`config.mk`:
```
export PLATFORM = sky130hd
export DESIGN_NAME = cpumc_arb
export DESIGN_NICKNAME = d
export VERILOG_FILES = /design/src/rtl/cpumc_arb_pkg.sv /design/src/rtl/cpumc_arb.sv
export SDC_FILE = /design/constraint.sdc
export NUM_CORES = 1
export LEC_CHECK = 0
export CAP_MARGIN = 15
export CORE_MARGIN = 1.5
export CORE_UTILIZATION = 57
export DETAILED_ROUTE_END_ITERATION = 6
export DONT_BUFFER_PORTS = 1
export GPL_ROUTABILITY_DRIVEN = 0
export PLACE_DENSITY_LB_ADDON = 0.1
export RECOVER_POWER = 100
export SYNTH_ARGS = -nofsm -noshare
export SYNTH_HDL_FRONTEND = slang
export SYNTH_SLANG_ARGS = --single-unit
```
`constraint.sdc`:
```
create_clock -name clk -period 1.7 [get_ports clk]
set_input_delay 0.17 -clock clk [delete_from_list [all_inputs] [get_ports clk]]
set_output_delay 0.17 -clock clk [all_outputs]
set_load 0.01 [all_outputs]
```
`src/rtl/cpumc_arb_pkg.sv`:
```
// Shared constants and state encoding for the cpumc port arbiter / sprite DMA sequencer.
package cpumc_arb_pkg;

    localparam logic [15:0] DMA_TRIG_ADDR = 16'h4014;
    localparam logic [15:0] OAMDATA_ADDR  = 16'h2004;

    localparam logic [1:0] S_IDLE = 2'd0;
    localparam logic [1:0] S_RD   = 2'd1;
    localparam logic [1:0] S_CAP  = 2'd2;
    localparam logic [1:0] S_WR   = 2'd3;

    typedef enum logic [1:0] {
        IDLE = S_IDLE,
        RD   = S_RD,
        CAP  = S_CAP,
        WR   = S_WR
    } dma_state_t;

endpackage

```
`src/rtl/cpumc_arb.sv`:
```
// Arbitrates the cpumc port between debugger, sprite OAM DMA and CPU, and runs the
// $4014 page copy: read {page,idx}, hold a cycle for read latency, write byte to OAMDATA.
module cpumc_arb #(
    parameter logic [15:0] DMA_TRIG_ADDR = cpumc_arb_pkg::DMA_TRIG_ADDR,
    parameter logic [15:0] OAMDATA_ADDR  = cpumc_arb_pkg::OAMDATA_ADDR
) (
    input  logic        clk,
    input  logic        rst,
    input  logic        dbg_ready,
    input  logic [15:0] dbg_a,
    input  logic [7:0]  dbg_dout,
    input  logic        dbg_r_nw,
    input  logic [15:0] cpu_a,
    input  logic [7:0]  cpu_dout,
    input  logic        cpu_r_nw,
    input  logic [7:0]  cpumc_dout,
    output logic [15:0] cpumc_a,
    output logic [7:0]  cpumc_din,
    output logic        cpumc_r_nw,
    output logic        cpu_ready,
    output logic        dma_busy
);
    import cpumc_arb_pkg::*;

    dma_state_t state, state_d;
    logic [7:0] idx, idx_d;
    logic [7:0] page, page_d;
    logic [7:0] data, data_d;
    logic       trig;

    assign trig      = (state == IDLE) && dbg_ready && !cpu_r_nw && (cpu_a == DMA_TRIG_ADDR);
    assign dma_busy  = (state != IDLE);
    assign cpu_ready = dbg_ready & ~dma_busy;

    // Whole sequencer freezes while the debugger owns the bus.
    always_ff @(posedge clk) begin
        if (rst) begin
            state <= IDLE;
            idx   <= 8'h00;
            page  <= 8'h00;
            data  <= 8'h00;
        end else if (dbg_ready) begin
            state <= state_d;
            idx   <= idx_d;
            page  <= page_d;
            data  <= data_d;
        end
    end

    always_comb begin
        state_d = state;
        idx_d   = idx;
        page_d  = page;
        data_d  = data;
        case (state)
            IDLE: if (trig) begin
                state_d = RD;
                idx_d   = 8'h00;
                page_d  = cpu_dout;
            end
            RD:  state_d = CAP;
            CAP: begin
                data_d  = cpumc_dout;
                state_d = WR;
            end
            WR: if (idx == 8'hFF) begin
                state_d = IDLE;
            end else begin
                idx_d   = idx + 8'd1;
                state_d = RD;
            end
            default: state_d = IDLE;
        endcase
    end

    always_comb begin
        cpumc_a    = cpu_a;
        cpumc_din  = cpu_dout;
        cpumc_r_nw = cpu_r_nw | trig;   // the trigger write itself never reaches memory
        if (!dbg_ready) begin
            cpumc_a    = dbg_a;
            cpumc_din  = dbg_dout;
            cpumc_r_nw = dbg_r_nw;
        end else if (dma_busy) begin
            cpumc_a    = (state == WR) ? OAMDATA_ADDR : {page, idx};
            cpumc_din  = data;
            cpumc_r_nw = (state != WR);
        end
    end

endmodule

```
==> flow_metrics.py <==
metrics = {
    "status": {
        "outcome": "complete, but fails checks",
        "violations": "negative setup slack",
    },
    "floorplan": {
        "die_w_um": 62.02,
        "io_pins": 88,
        "die-height_um": 62.02,
        "die_area_um2": 3846,
        "rows": 21,
        "start_util_pct": 59.51,
        "core_region_area_um2": 3337,
    },
    "cts": {
        "path_clk_slew_ns": 0.15,
        "htreeDepth": 1,
        "clkSinkCount": 26,
        "numCtsBuffers": 3,
        "clockBufferDepth": 2,
        "cts-root-buf": "clkbuf_4",
        "cts_tree": "yes",
        "insertion_delay_ns": 0.34,
    },
    "drt": {
        "vias_per_cell": 6.434,
        "drc_errors": 0,
        "drtPass1Iterations": 7,
        "wl_per_cell_um": 19.24,
        "postRouteAntennaNets": 0,
        "drt_iter0_drc": 187,
        "vias": 2207,
        "routed_wl_mm": 6.598,
    },
    "global_route": {
        "antenna_found_initial": 0,
        "grt_pass1_wl_mm": 8.528,
        "grt_max_degree": 56,
        "gr-usage-all-layers_pct": 30.36,
        "gr-total-overflow": 0,
        "grt_pass1_vias": 1914,
    },
    "synth": {
        "synth_ff_type": "dfxtp_1",
        "yosys_warnings": 0,
        "syn_avg_cell_area_um2": 7.608,
        "netlist_area_um2": 1986,
        "postSynthCellCount": 261,
        "yosysMostFrequentCell": "a21oi_1",
        "synthDistinctLibCells": 51,
        "ys_seq_area_share_pct": 26.21,
        "synthTopCellsByArea": "dfxtp_1 (26%), a21oi_1 (13%), nor2_1 (6.0%)",
        "synth-seq-cells": 26,
        "synth-edff-count": 0,
        "synth_top_area_cell": "dfxtp_1",
        "synth.top_cell.area_share_pct": 26.21,
        "async_reset_ff_share_pct": 0,
        "syn-num-nets": 327,
        "yosys-top-cells-count": "a21oi_1 (51), nor2_1 (32), dfxtp_1 (26)",
    },
    "sta": {
        "rsz0062_at_grt": "true",
        "finalHoldViolations": 0,
        "skew_ns": 0.002283,
        "setup-violations-final": 30,
        "finalCritPeriodShare_pct": 109.8,
        "final.min_clock_period_ns": 1.866,
        "tightest_slew_ns": 1.118,
        "slew_headroom_pct": 25.22,
        "fmax_mhz": 535.8,
        "setup_ws_ns": -0.1664,
        "final_max_slew_viol_count": 0,
        "tns_ns": -2.354,
    },
    "placed_design": {
        "dp_hpwl_mm": 3.769,
        "pre_cts_ws_ns": -0.01602,
        "place_area_um2": 2058,
        "portBuffers": 0,
    },
    "worst_setup_path": {
        "critPathCaptureType": "output pin",
        "path_class": "flop to output pin",
        "cp-start-kind": "flop",
        "startpoint": "state[0]$_SDFFE_PP0P_",
        "crit_fanout": 7,
        "worstPathRequired_ns": 1.53,
        "arrival_ns": 1.70,
        "rr_startpoint": "idx[1]$_SDFFE_PP0P_",
    },
    "layout": {
        "final_area_um2": 2768,
        "synthToLayoutAreaGrowth_pct": 39.38,
        "utilization_pct": 82.94,
        "seqCellArea_um2": 523.0,
        "multi_input_area_um2": 1590,
        "fill_cells": 197,
        "n_antenna_cell": 0,
        "drive_gt1_share_pct": 40.07,
        "fin_nets": 364,
    },
    "min_path": {
        "hold_start": "dbg_ready",
        "hp-class": "input pin to flop",
    },
    "power_and_ir_drop": {
        "pwr_density_cell_nw_per_um2": 452.9,
        "vdd_drop_max_v": 0.0004373,
        "p_leak_nw": 0.9689,
        "p_sw_mw": 0.3095,
        "pwr-share-seq_pct": 48.6,
        "pwr-share-comb_pct": 16.3,
        "netSwitchingFraction_pct": 24.69,
        "p_clk_share_pct": 35.1,
        "p_int_mw": 0.9439,
    },
    "flow_run": {
        "maxCapViolCount": 0,
    },
}
## sequential cells by signal (all words and copies together) (netlist names)
register,count
data,8
state,2
page,8
idx,8
## area by class of cell
type                    instances  area share (%)
clock buffers                   3          0.8137
clock inverters                 1           1.085
inverters                      12           1.854
multi-input cells             203           57.46
flip-flops and latches         26           18.90
well taps                      46           2.080
repair buffers                 52           17.81
## logic make-up after synthesis
kind of cell | Yosys count | share of synthesized area, %
buffers and inverters | 32 | 8.695
and+or+nand+nor | 98 | 26.72
adders and majority gates | 5 | 3.151
AOI/OAI and AO/OA | 89 | 29.55
muxes | 11 | 5.671
DFF | 26 | 26.21
## placed cells by master, fill, tap and decap left out, types with 2 or more instances in the layout
| master | n |
|---|---|
| nand2_1 | 22 |
| nor3_4 | 2 |
| nor3_2 | 3 |
| nand3_1 | 11 |
| nor2_4 | 2 |
| nand4_1 | 4 |
| a21oi_1 | 19 |
| and3_1 | 3 |
| nor2_1 | 31 |
| dlygate4sd3_1 | 18 |
| and3_4 | 7 |
| a21oi_4 | 2 |
| buf_6 | 10 |
| dfxtp_2 | 2 |
| inv_2 | 2 |
| nor3_1 | 3 |
| buf_4 | 22 |
| o21ai_0 | 12 |
| clkbuf_4 | 3 |
| dfxtp_1 | 24 |
| a21oi_2 | 30 |
| a211oi_2 | 2 |
| inv_1 | 8 |
| a211o_1 | 2 |
| mux2i_4 | 3 |
| ha_1 | 3 |
| mux2i_1 | 5 |
| o21ai_1 | 2 |
## worst paths after layout
check	end	slack (ns)	cells past startpoint
worst min-delay path	idx[7]$_SDFFE_PP0P_	0.03	2
worst min register to register	data[7]$_SDFFE_PP0P_	0.47	2
worst max-delay path	cpumc_a[10]	-0.17	7
worst max register to register	idx[7]$_SDFFE_PP0P_	-0.05	6
## power groups by stage
| stage | clock (mW) | combinational [mW] | sequential, mW |
|---|---|---|---|
| final | 0.440 | 0.204 | 0.610 |
| after CTS | 0.442 | 0.182 | 0.610 |
| after global routing | 0.478 | 0.222 | 0.610 |
| after detailed placement | 0 | 0.113 | 0.623 |
| after floorplan | 0 | 0.131 | 0.623 |
| after global placement | 0 | 0.112 | 0.623 |
## worst max-delay path: stages (launching register included)
cell	delay (ns)
dfxtp_2	0.36
inv_2	0.08
ha_4	0.23
clkinvlp_4	0.15
buf_6	0.15
and3_4	0.17
a21oi_4	0.12
a21oi_2	0.09
## timing repair
item                                    in CTS  in global routing
hold buffers                                18                  0
endpoints found under the setup margin      30                 39
resized for setup                           59                 31
buffers inserted                            10                  6
hold endpoints to repair                    25                  0
pin swaps                                   14                 16
cloned                                       0                  0
## per-stage QoR
stage | hold slack (ns) | std cells | power [mW]
3_3_place_gp | 0.2391 | 306 | 0.7350
2_1_floorplan | 0.3040 | 261 | 0.7533
3_5_place_dp | 0.2411 | 306 | 0.7361
6_report | 0.03377 | 343 | 1.253
4_1_cts | 0.002079 | 338 | 1.234
5_1_grt | 0.004164 | 343 | 1.310
## per-layer routing
layer	global-route usage [%]	wire length (um)	vias to the layer above	part of all wire (%)
met4	13.37	149	0	2.3
met2	50.89	3265	143	49
li1	-	-	1013	-
met1	37.31	2587	1030	39
met3	6.418	595	21	9.0
met5	0	0	-	0
Note: power is estimated with default switching activity, not from simulation.
